==> config.mk <==
export PLATFORM = sky130hd
export DESIGN_NAME = noc_input_buffer
export DESIGN_NICKNAME = d
export VERILOG_FILES = /design/src/rtl/noc_input_buffer.sv
export SDC_FILE = /design/constraint.sdc
export NUM_CORES = 1
export LEC_CHECK = 0
export BUFFER_PORTS_ARGS = -buffer_cell sky130_fd_sc_hd__buf_2
export CAP_MARGIN = 30
export CORE_ASPECT_RATIO = 0.9
export CORE_MARGIN = 3
export CORE_UTILIZATION = 50
export DETAILED_ROUTE_END_ITERATION = 12
export HOLD_SLACK_MARGIN = 0.12
export PLACE_DENSITY = 0.67
export SYNTH_ARGS = -nofsm -noshare
export SYNTH_HDL_FRONTEND = slang
export SYNTH_SLANG_ARGS = --single-unit
==> constraint.sdc <==
create_clock -name clk -period 7 [get_ports clk]
set_input_delay 1.4 -clock clk [delete_from_list [all_inputs] [get_ports clk]]
set_output_delay 1.4 -clock clk [all_outputs]
set_load 0.05 [all_outputs]
==> src/rtl/noc_input_buffer.sv <==
// Per-port router input FIFO: enforces header/body/tail framing on writes and
// presents the head flit's request, id and packet length to the arbiter.
module noc_input_buffer #(
  parameter int unsigned DATA_WIDTH = 32,
  parameter int unsigned DEPTH      = 8,
  parameter int unsigned ADDR_WIDTH = 3
) (
  input  logic                  clk,
  input  logic                  rst,
  input  logic [DATA_WIDTH-1:0] in_flit,
  input  logic                  in_valid,
  output logic                  in_ready,
  input  logic                  grant,
  output logic                  req,
  output logic [2:0]            flit_id,
  output logic [11:0]           length,
  output logic [DATA_WIDTH-1:0] out_flit,
  output logic                  out_valid,
  output logic [7:0]            drop_count
);

  localparam int unsigned CW  = ADDR_WIDTH + 1;
  localparam int unsigned LW  = 12;
  localparam int unsigned DCW = 8;

  localparam logic [2:0] ID_HDR  = 3'b001;
  localparam logic [2:0] ID_BODY = 3'b010;
  localparam logic [2:0] ID_TAIL = 3'b100;

  typedef enum logic {
    WAIT_HDR = 1'b0,
    IN_PKT   = 1'b1
  } wr_state_e;

  wr_state_e               state_q, state_d;
  logic [DATA_WIDTH-1:0]   mem_q [DEPTH];
  logic [ADDR_WIDTH-1:0]   wr_ptr_q, wr_ptr_d;
  logic [ADDR_WIDTH-1:0]   rd_ptr_q, rd_ptr_d;
  logic [CW-1:0]           count_q, count_d;
  logic [LW-1:0]           pkt_length_q, pkt_length_d;
  logic [DATA_WIDTH-1:0]   out_flit_q, out_flit_d;
  logic                    out_valid_q, out_valid_d;
  logic [DCW-1:0]          drop_count_q, drop_count_d;

  logic                    accept_c;
  logic                    push_c;
  logic                    drop_c;
  logic                    pop_c;
  logic [2:0]              in_id_c;
  logic [DATA_WIDTH-1:0]   head_c;
  logic                    head_is_hdr_c;

  // Handshake and arbiter-facing views depend only on registered state
  assign in_ready      = (count_q != CW'(DEPTH));
  assign req           = (count_q != CW'(0));
  assign accept_c      = in_valid && in_ready;
  assign pop_c         = grant && req;
  assign in_id_c       = in_flit[2:0];
  assign head_c        = mem_q[rd_ptr_q];
  assign head_is_hdr_c = req && (head_c[2:0] == ID_HDR);

  assign flit_id    = req ? head_c[2:0] : 3'b000;
  assign length     = head_is_hdr_c ? head_c[14:3] : pkt_length_q;
  assign out_flit   = out_flit_q;
  assign out_valid  = out_valid_q;
  assign drop_count = drop_count_q;

  // Framing FSM state register
  always_ff @(posedge clk) begin
    if (rst) begin
      state_q <= WAIT_HDR;
    end else begin
      state_q <= state_d;
    end
  end

  // Framing FSM: decides push vs. discard for each accepted flit
  always_comb begin
    state_d = state_q;
    push_c  = 1'b0;
    drop_c  = 1'b0;
    if (accept_c) begin
      case (state_q)
        WAIT_HDR: begin
          if (in_id_c == ID_HDR) begin
            push_c  = 1'b1;
            state_d = IN_PKT;
          end else begin
            drop_c = 1'b1;
          end
        end
        IN_PKT: begin
          if (in_id_c == ID_BODY) begin
            push_c = 1'b1;
          end else if (in_id_c == ID_TAIL) begin
            push_c  = 1'b1;
            state_d = WAIT_HDR;
          end else begin
            drop_c = 1'b1;
          end
        end
        default: begin
          state_d = WAIT_HDR;
        end
      endcase
    end
  end

  // Pointer, occupancy, packet-length and output next-state
  always_comb begin
    wr_ptr_d     = wr_ptr_q;
    rd_ptr_d     = rd_ptr_q;
    count_d      = count_q;
    pkt_length_d = pkt_length_q;
    out_flit_d   = out_flit_q;
    out_valid_d  = pop_c;
    drop_count_d = drop_count_q;

    if (push_c) begin
      wr_ptr_d = wr_ptr_q + ADDR_WIDTH'(1);
    end
    if (pop_c) begin
      rd_ptr_d   = rd_ptr_q + ADDR_WIDTH'(1);
      out_flit_d = head_c;
      if (head_is_hdr_c) begin
        pkt_length_d = head_c[14:3];
      end
    end

    if (push_c && !pop_c) begin
      count_d = count_q + CW'(1);
    end else if (!push_c && pop_c) begin
      count_d = count_q - CW'(1);
    end

    if (drop_c && (drop_count_q != {DCW{1'b1}})) begin
      drop_count_d = drop_count_q + DCW'(1);
    end
  end

  // Control and output registers
  always_ff @(posedge clk) begin
    if (rst) begin
      wr_ptr_q     <= '0;
      rd_ptr_q     <= '0;
      count_q      <= '0;
      pkt_length_q <= '0;
      out_flit_q   <= '0;
      out_valid_q  <= 1'b0;
      drop_count_q <= '0;
    end else begin
      wr_ptr_q     <= wr_ptr_d;
      rd_ptr_q     <= rd_ptr_d;
      count_q      <= count_d;
      pkt_length_q <= pkt_length_d;
      out_flit_q   <= out_flit_d;
      out_valid_q  <= out_valid_d;
      drop_count_q <= drop_count_d;
    end
  end

  // Storage needs no reset; occupancy alone defines which entries are live
  always_ff @(posedge clk) begin
    if (push_c && !rst) begin
      mem_q[wr_ptr_q] <= in_flit;
    end
  end

endmodule

Word level (Yosys, flattened, before mapping)

Memory sizes are Yosys's and may differ from the RTL's. A register that Yosys moved wholly into a read port is not among the register bits.
Cells that the tools add are included.
Widths: inputs -> output; s select.

Logic and storage cells: 53
Register bits after elaboration: 64
Bits of input ports: 36
Memories kept: 1
Output and inout port bits: 58
Memory bits (writable): 256

Muxes and demuxes: 20
Reduce and logical (&&, ||, !) cells: 12
Add/sub/neg operators: 5
Eq/ne operators: 6
Bitwise gates (word level): 1

Memories:

| name  | depth | width | rd ports | clocked after Yosys merged registers in | wr ports | line | source |
|---|---|---|---|---|---|---|---|
| mem_q | 8     | 32    | 1        | 1                                       | 1        | 36   | `logic [DATA_WIDTH-1:0] mem_q [DEPTH];` |

Operators by type and width:

| kind                | number |
|---|---|
| $mux 12             | 1 |
| $mux 1              | 11 |
| $mux 3              | 3 |
| $add 8x1->8 const B | 1 |
| $mux 4              | 2 |
| $ne 8x8->1 const B  | 1 |
| $logic_and 1x1->1   | 7 |
| $add 3x1->3 const B | 2 |
| $eq 3x1->1 const B  | 2 |
| $pmux 1 s2          | 3 |
| $add 4x1->4 const B | 1 |
| $ne 4x4->1 const B  | 1 |
| $reduce_bool 4->1   | 1 |
| $sub 4x1->4 const B | 1 |
| $eq 3x2->1 const B  | 1 |
| $eq 3x3->1 const B  | 1 |
| $logic_not 1->1     | 3 |
| $reduce_bool 2->1   | 1 |
| $not 1->1           | 1 |

Longest topological paths before layout

Gate-level depths: netlist of the first run.

Word-level depth: 9
Mapped depth: 13
Depth with buffers taken out: 12

Least setup slack after synthesis of the first run

No wires, ideal clock.

Kind: input to register
From: in in_flit[1]
To: mem mem_q[0][0], enable pin
Arrival time: 5469 ps
Data required time: 6487 ps
Stages: 4
Path buffers: 0
Path slack: 1018 ps
Path through: nor4b_1 a31o_2 nand2_1 nor4b_1

Word-level cells in the longest chain between the ends: 8
Elaborated cells on any way between the ends: 11
Those cells by class: eq/ne: 3; mux: 7; reduce/logical: 1

Ends and longest elaborated chain:

| element                        | line | source |
|---|---|---|
| from (decl)                    | 10   | `input logic [DATA_WIDTH-1:0] in_flit,` |
| $eq 3x3->1                     | 95   | `end else if (in_id_c == ID_TAIL) begin` |
| $mux 1                         | 95   |  |
| $mux 1                         | 93   | `if (in_id_c == ID_BODY) begin` |
| $pmux 1 s2 *                   | 83   | `case (state_q)` |
| $mux 1 *                       | 82   | `if (accept_c) begin` |
| $logic_and 1x1->1 *            | 164  | `if (push_c && !rst) begin` |
| $mux 1 *                       | 164  |  |
| $mux 1 (not written as such) * | 165  | `mem_q[wr_ptr_q] <= in_flit;` |
| to (decl)                      | 36   |  |

Every way passes the cells marked *; elsewhere a longest branch is shown, timed or not.

==> qor.csv, run 1 <==
metric,value,unit
Synth Area in Compound Gates,3.274,%
clk root buf,clkbuf_16,
die area,0.02693,sq mm
"slowest stage cell, crit path",mux4_2,
r2r setup slk,3.72,ns
Final #Nets,839,
Final Critical Period,4.911,ns
status,"complete, no violations",
initial antenna violation count,1,
Post-CTS Setup Inserts,0,
Cells after DPL,1098,
share of the synthesized area in the top cell type,61.51,%
total grt overflow,0,
first-pass GRT wire length,37270,um
GRT Overall Usage,17.67,%
"non-filler cells, final",1156,
Hold Buf Count CTS,0,
clock skew,0.01333,ns
layout cells sized above 1,33.05,%
DR iter-0 viols,511,
Adder-Cell Fraction of Synth Area,0.7608,%
vias per cell,5.503,
total CTS buffers,30,
Initial Utilization,51.24,%
IO Pins,94,
CP Class,reg2out,
Synth Flop Type,edfxtp_1,
CTS resizes,0,
worst-path cell chain,buf_4 -> mux4_2 -> mux2i_1 -> and4b_1 -> clkbuf_16 -> a21oi_1 -> buf_2,
Total Neg Setup Slack,0,ns
WL met2,11550,um
Final Slew Violations,0,
cells after synthesis,694,
clock sink count,323,
Die Y-Extent,156.0,um
xor/xnor share of the synthesized area,0.9811,%
LEAKAGE,4.827,nW
GPL Wtd Cong,0.7714,
mapped cell area,0.01250,sq mm
# diodes,0,
min-delay src,rd_ptr_q[1],
reg2reg start,count_q[0],
DR pass1 iterations,4,
sequential fraction of the synthesis area,72.24,%
HP Class,reg2reg,
row count,54,
clock tree buffer depth,3,
WHS Path Cells,2,
WL met1,10360,um
number of H-tree levels,1,
worst-skew pair later-pin latency,0.55,ns
Yosys top cell by area,edfxtp_1,
wire length per cell,20.55,um
reg2reg path depth,12,
Post-route DRC,0,
largest net degree at the start of global routing,75,
metal3 WL,1451,um
number of fill cells,1826,
nature of the critical path startpoint,register,
Die X,172.7,um
Post-synth EDFFs,256,
worst rel slew slack,44.87,%
"Reg clk slew, reported paths",0.06,ns
max frequency,0.2036,GHz
worst-path fanout max,23,
Final setup viols,0,
"Distinct cells, synth",48,
PD cells,350.6,mW/mm^2
required time of the critical path,5.60,ns
core area,0.02439,sq mm
Final HPWL DP,13460,um
Ys Warns,0,
largest family of logic cells by synthesized area,multiplexers,
max layer used,met5,
Worst Path Arrival,3.51,ns
unrepaired setup endpoints after global routing,no,
Mapped Nets,737,
PortBufs,93,
final hold viol count,0,
vias in the first global route,6586,
remaining antenna violation count,0,
"Buf+Inv Stages, Crit Path",3,
final wirelength,23750,um
Area contributors post-synth,"edfxtp_1, mux4_2, dfxtp_1",
R2R Path End,count_q[3],
mux cell area share after synthesis,15.70,%
worst slew pin tran,0.8270,ns
"Largest delay share family, worst path",buffers and inverters,
maxcap violations,0,
CP peak stage delay,0.57,ns
via count,6361,
"Avg Cell Area, Syn",18.01,sq um
TritonCTS clock tree,done,
Area Overhead vs Synth,15.29,%
maximum VDD drop,0.0002333,V
Yosys reg bits,323,
Tcrit/Tclk final,70.15,%
asr flop ratio synth,0,%
simple-gate area share of the yosys netlist,5.366,%
Crit. End Element,output port,
-- flip-flops by register name (all words and copies together), names as in the netlist, named ones only --
| register | cells |
|---|---|
| count_q | 4 |
| drop_count | 8 |
| mem_q | 256 |
| out_flit | 32 |
| out_valid | 1 |
| pkt_length_q | 12 |
| rd_ptr_q | 3 |
| state_q | 1 |
| wr_ptr_q | 3 |
-- through the flow --
stage | worst slack (ns) | cell area (sq um) | util, % | hold WS (ns) | total power (W)
floorplan | 1.018 | 12500 | - | 0.4541 | 0.003221
global placement | 2.117 | 13340 | 54.71 | 0.4607 | 0.003449
detailed placement | 1.935 | 13360 | 54.76 | 0.4782 | 0.003477
CTS | 1.340 | 14360 | 58.89 | 0.4874 | 0.005100
global route | 1.889 | 14410 | 59.07 | 0.5057 | 0.005267
finish | 2.089 | 14410 | 59.07 | 0.4875 | 0.005052
-- report_power, final --
part	total (W)	internal, W	switching (W)
combinational	0.00117	0.000373	0.000800
clock	0.00162	0.000952	0.000664
sequential	0.00226	0.00218	0.0000797
total	0.00505	0.00351	0.00154
-- tightest hold or removal path: stages (launching register included) --
cell and delay, ns:
dfxtp_1 0.31, nand2_1 0.05, a21oi_1 0.07
-- layout make-up --
type | count | area [sq um] | share of cell area (%)
Multi-Input combinational cell | 328 | 3311 | 22.98
Clock buffer | 46 | 890.9 | 6.183
Timing Repair Buffer | 109 | 619.3 | 4.298
Clock inverter | 10 | 117.6 | 0.8163
Inverter | 4 | 15.01 | 0.1042
Sequential cell | 323 | 9035 | 62.70
Tap cell | 336 | 420.4 | 2.918
-- synth_stat cells (3+ instances only) --
master and count:
a211oi_1 31, a21oi_1 10, a21oi_2 8, buf_1 5, buf_2 9, buf_4 4, buf_6 3, clkbuf_1 18
dfxtp_1 67, edfxtp_1 256, ha_1 6, mux2_4 10, mux2i_1 32, mux4_2 64, nand2_1 14, nand4_1 5
nor2_1 76, nor2_2 8, nor2b_1 13, nor3_1 4, nor4_1 3, xnor2_1 7, xor2_1 7
-- cell families (layout without fill, tap and decap cells) --
| group | after synthesis | count (layout) |
|---|---|---|
| AOI/OAI and AO/OA | 57 | 57 |
| xor gates and xnor gates | 14 | 14 |
| DFF | 323 | 323 |
| and+or+nand+nor | 140 | 140 |
| muxes | 110 | 110 |
| adders and majority gates | 7 | 7 |
| buffers and inverters | 43 | 169 |
-- layer usage --
metal / global-route usage, % / vias up
met4: 3.744 / 2
met3: 3.479 / 30
li1: - / 2922
met5: 0 / -
met1: 24.13 / 3242
met2: 30.14 / 165
-- worst max path at each step --
stage / slack, ns / from / endpoint / cells after the start
6_report: 2.09 / register / length[10] / 7
5_1_grt: 1.89 / register / length[10] / 7
4_1_cts: 1.34 / register / length[10] / 7
3_5_place_dp: 1.93 / register / length[10] / 7
3_3_place_gp: 2.12 / register / length[9] / 7
2_1_floorplan: 1.02 / in_flit[1] / mem_q[0][0] / 4
-- cells in the final DEF, fill, tap and decap left out, drive strengths merged, types with 2 or more instances in the layout --
cell type	synthesis	routed
a211oi	31	31
mux2	12	12
bufinv	0	2
nor2	84	84
nand3	3	3
nor4	4	4
dfxtp	67	67
mux4	64	64
ha	6	6
nand4	5	5
xor2	7	7
nor3	4	4
inv	4	4
nor2b	13	13
clkbuf	18	47
edfxtp	256	256
clkinv	0	8
buf	21	108
nand2	14	14
o21ai	2	2
nor4b	2	2
nand3b	2	2
a21oi	18	18
xnor2	7	7
mux2i	34	34
and2	2	2
and3	2	2
Power figures use the tool's default switching activity.
==> run 2, diff against run 1 <==
==> constraint.sdc (replaced) <==
create_clock -name clk -period 4.9 [get_ports clk]
set_input_delay 0.98 -clock clk [delete_from_list [all_inputs] [get_ports clk]]
set_output_delay 0.98 -clock clk [all_outputs]
set_load 0.05 [all_outputs]
==> run 2 against run 1 <==
  * Sequential power grew 43%
  * Worst hold slack gained 0.0067 ns
  * Cell area increased by 0.49%
  * Core utilization rose by 0.29 points
  * Critical endpoint is now length[9]
==> qor.csv, run 2 (same netlist as run 1, synthesis figures left out) <==
metric,value,unit
row count,54,
nature of the critical path startpoint,register,
Final HPWL DP,14380,um
number of fill cells,1794,
worst slew pin tran,0.8479,ns
Die X,172.7,um
GPL Wtd Cong,0.7128,
Post-CTS Setup Inserts,0,
Area Overhead vs Synth,15.85,%
total grt overflow,0,
DR pass1 iterations,5,
final wirelength,24220,um
vias per cell,5.586,
Worst Path Arrival,2.97,ns
R2R Path End,count_q[3],
first-pass GRT wire length,38090,um
via count,6485,
IO Pins,94,
clock sink count,323,
Largest register FFs,256,
Crit. End Element,output port,
DR iter-0 viols,497,
Final Critical Period,3.950,ns
Total Neg Setup Slack,0,ns
number of H-tree levels,2,
Tcrit/Tclk final,80.61,%
final hold viol count,0,
worst rel slew slack,43.48,%
"Reg clk slew, reported paths",0.06,ns
Final Slew Violations,0,
most frequent cells in the layout,"edfxtp_1, buf_2, nor2_1, mux4_2, dfxtp_1",
PD cells,510.0,mW/mm^2
CP Class,reg2out,
layout cells sized above 1,32.73,%
CTS resizes,0,
HP Class,reg2reg,
total power,0.007385,W
clock tree buffer depth,3,
status,"complete, no violations",
Final setup viols,0,
remaining antenna violation count,0,
total CTS buffers,34,
# diodes,0,
required time of the critical path,3.92,ns
reg2reg start,count_q[0],
die area,0.02693,sq mm
maximum VDD drop,0.0003168,V
LEAKAGE,4.848,nW
worst-skew pair later-pin latency,0.50,ns
clk root buf,clkbuf_16,
max frequency,0.2532,GHz
largest net degree at the start of global routing,78,
"commonest non-fill, non-tap cell in the layout",edfxtp_1,
unrepaired setup endpoints after global routing,no,
r2r setup slk,1.58,ns
Biggest register,mem_q,
maxcap violations,0,
Final #Nets,844,
min-delay src,rd_ptr_q[1],
GRT Overall Usage,18.18,%
worst-path fanout max,37,
Initial Utilization,51.24,%
TritonCTS clock tree,done,
vias in the first global route,6686,
Hold Buf Count CTS,0,
wire length per cell,20.86,um
initial antenna violation count,1,
PortBufs,93,
Post-route DRC,0,
reg2reg path depth,12,
WHS Path Cells,2,
clock skew,0.008122,ns
core area,0.02439,sq mm
Die Y-Extent,156.0,um
-- run 2: how the worst max path moves through the flow --
stage / from / endpoint / slack, ns
3_3_place_gp: in_flit[1] / mem_q[6][22] / 1.19
4_1_cts: register / length[9] / 0.88
2_1_floorplan: in_flit[1] / mem_q[1][0] / 0.50
3_5_place_dp: in_flit[1] / mem_q[6][22] / 1.03
5_1_grt: register / length[9] / 0.71
6_report: register / length[9] / 0.95
-- run 2: power breakdown --
group / switching [W] / leakage [nW] / internal (W)
registers: 0.000117 / 2.85 / 0.00312
clock network: 0.00101 / 0.527 / 0.00148
logic: 0.00114 / 1.47 / 0.000523
-- run 2: layer usage --
layer	GRT usage [%]	vias to the layer above	part of all wire, %
li1	-	2939	-
met1	24.76	3297	44
met2	30.10	203	49
met3	3.698	44	5.4
met4	5.673	2	2.3
met5	0	-	0.054
-- run 2: critical path: stages, from the launching register on --
cell and delay [ns]:
dfxtp_4 0.45, buf_4 0.65, mux4_2 0.59, mux2i_1 0.37, a21oi_1 0.15, buf_2 0.23
-- run 2: area by class of cell --
type	instances	area [sq um]	area share, %
inverters	4	15.01	0.1037
multi-input cells	328	3328	22.99
clock inverters	18	142.6	0.9851
flip-flops and latches	323	9035	62.40
well taps	336	420.4	2.904
repair buffers	110	593.1	4.096
clock buffers	42	944.7	6.524
-- run 2: per-stage QoR --
stage,hold slack (ns),instances,utilization [%],worst slack [ns],cell area [sq um]
final,0.4941,1161,59.36,0.9501,14480
after global placement,0.4605,1101,54.90,1.194,13390
after global routing,0.5092,1161,59.36,0.7119,14480
after CTS,0.4957,1161,59.36,0.8820,14480
after detailed placement,0.4882,1101,54.90,1.032,13390
after floorplan,0.4541,694,-,0.4955,12510
==> run 3, diff against run 2 <==
==> constraint.sdc (replaced) <==
create_clock -name clk -period 4.1 [get_ports clk]
set_input_delay 0.82 -clock clk [delete_from_list [all_inputs] [get_ports clk]]
set_output_delay 0.82 -clock clk [all_outputs]
set_load 0.05 [all_outputs]
==> run 3 against run 2 <==
  * First-iteration DRC count shrank 21%
  * Cell area grew 0.44%
  * Setup slack lost 0.46 ns
  * Clock skew grew 0.0056 ns
  * Critical endpoint is now length[7]
  * Wire length grew 0.24%
  * Non-clock buffer count grew 2
  * Total power grew 18%
  * Sequential power grew 19%
  * Core utilization grew 0.26 points
==> qor.csv, run 3 (same netlist as run 1, synthesis figures left out) <==
metric,value,unit
Cells after DPL,1103,
Die Y-Extent,156.0,um
unrepaired setup endpoints after global routing,no,
Worst Path Arrival,2.79,ns
clk root buf,clkbuf_16,
total CTS buffers,34,
Comb power frac,22.9,%
Tcrit/Tclk final,88.15,%
R2R Path End,count_q[3],
status,"complete, no violations",
clock skew,0.01376,ns
reg2reg path depth,13,
"slowest stage cell, crit path",mux4_2,
Biggest register,mem_q,
vias per cell,5.512,
PortBufs,93,
Largest register FFs,256,
required time of the critical path,3.28,ns
total power,0.008741,W
layout cells sized above 1,32.69,%
Reg area,0.009035,sq mm
maximum VDD drop,0.0005045,V
HP Class,reg2reg,
post-route cell area,0.01454,sq mm
largest net degree at the start of global routing,66,
Hold Buf Count CTS,0,
P_int,0.006056,W
worst slew pin tran,0.7642,ns
worst-path cell chain,mux4_2 -> mux2i_2 -> and4b_1 -> buf_4 -> nor2_1 -> a21oi_1 -> buf_2,
row count,54,
total grt overflow,0,
PD cells,601.0,mW/mm^2
Final setup viols,0,
Final Slew Violations,0,
final hold viol count,0,
Switching Fraction,30.71,%
via count,6422,
TritonCTS clock tree,done,
nature of the critical path startpoint,register,
CTS resizes,0,
LEAKAGE,4.868,nW
Final #Nets,846,
clock sink count,323,
Post-CTS Setup Inserts,0,
GPL Wtd Cong,0.8055,
Initial Utilization,51.24,%
Final Critical Period,3.614,ns
number of H-tree levels,2,
first-pass GRT wire length,38780,um
Sequential Power Share,44.1,%
"non-filler cells, final",1165,
r2r setup slk,0.85,ns
Final HPWL DP,14230,um
vias in the first global route,6782,
final wirelength,24270,um
"Reg clk slew, reported paths",0.06,ns
initial antenna violation count,3,
WHS Path Cells,2,
max frequency,0.2767,GHz
die area,0.02693,sq mm
maxcap violations,0,
Clk network pwr share,32.9,%
Crit. End Element,output port,
worst-path fanout max,24,
remaining antenna violation count,0,
reg2reg start,count_q[0],
CP peak stage delay,0.52,ns
Placed Area,0.01348,sq mm
Area Overhead vs Synth,16.36,%
GRT Overall Usage,18.49,%
IO Pins,94,
worst-skew pair later-pin latency,0.51,ns
Post-route DRC,0,
number of fill cells,1772,
DR iter-0 viols,392,
core area,0.02439,sq mm
Die X,172.7,um
worst rel slew slack,49.06,%
area occupied by multi-input gates,0.003328,sq mm
# diodes,0,
Util after Layout,59.62,%
P_sw,0.002684,W
most frequent cells in the layout,"edfxtp_1, buf_2, nor2_1, mux4_2, dfxtp_1",
Total Neg Setup Slack,0,ns
"commonest non-fill, non-tap cell in the layout",edfxtp_1,
wire length per cell,20.83,um
CP Class,reg2out,
crit path to,length[7],
DR pass1 iterations,7,
clock tree buffer depth,3,
-- run 3: final cells by class --
type	instances	area share, %
Sequential cell	323	62.13
Multi-Input combinational cell	328	22.89
Clock inverter	12	0.3872
Clock buffer	50	6.909
Inverter	4	0.1032
Timing Repair Buffer	112	4.698
Tap cell	336	2.891
-- run 3: power by group through the flow --
stage	sequential (W)	combinational, W	clock (W)
2_1_floorplan	0.00444	0.00106	0
3_3_place_gp	0.00392	0.00200	0
3_5_place_dp	0.00393	0.00202	0
4_1_cts	0.00386	0.00203	0.00295
5_1_grt	0.00388	0.00215	0.00309
6_report	0.00386	0.00200	0.00288
-- run 3: worst min-delay path by stage --
stage                           start     endpoint  slack [ns]
after floorplan           rd_ptr_q[1]     register        0.45
final                     rd_ptr_q[1]     register        0.48
after detailed placement  out_flit[0]  out_flit[0]        0.48
after CTS                 rd_ptr_q[1]     register        0.48
after global routing      rd_ptr_q[1]     register        0.51
after global placement    out_flit[0]  out_flit[0]        0.46
-- run 3: critical path: cells and delay by family (launching register included) --
family	cells	cell delay, ns
AO/OA/AOI/OAI	1	0.13
buffers and inverters	2	0.60
flip-flops	1	0.41
multiplexers	2	0.81
AND/OR/NAND/NOR	2	0.31
-- run 3: through the flow --
stage	hold WS, ns	setup slack, ns
6_report	0.4786	0.4860
5_1_grt	0.5056	0.3024
3_5_place_dp	0.4762	0.4944
3_3_place_gp	0.4639	0.6406
4_1_cts	0.4843	0.4337
2_1_floorplan	0.4541	-0.1445
-- run 3: layer usage --
layer	part of all wire, %	vias to the layer above	GRT usage (%)
met5	0.12	-	0
li1	-	2945	-
met3	5.9	48	4.355
met4	2.2	6	5.249
met2	49	164	30.92
met1	43	3259	24.71
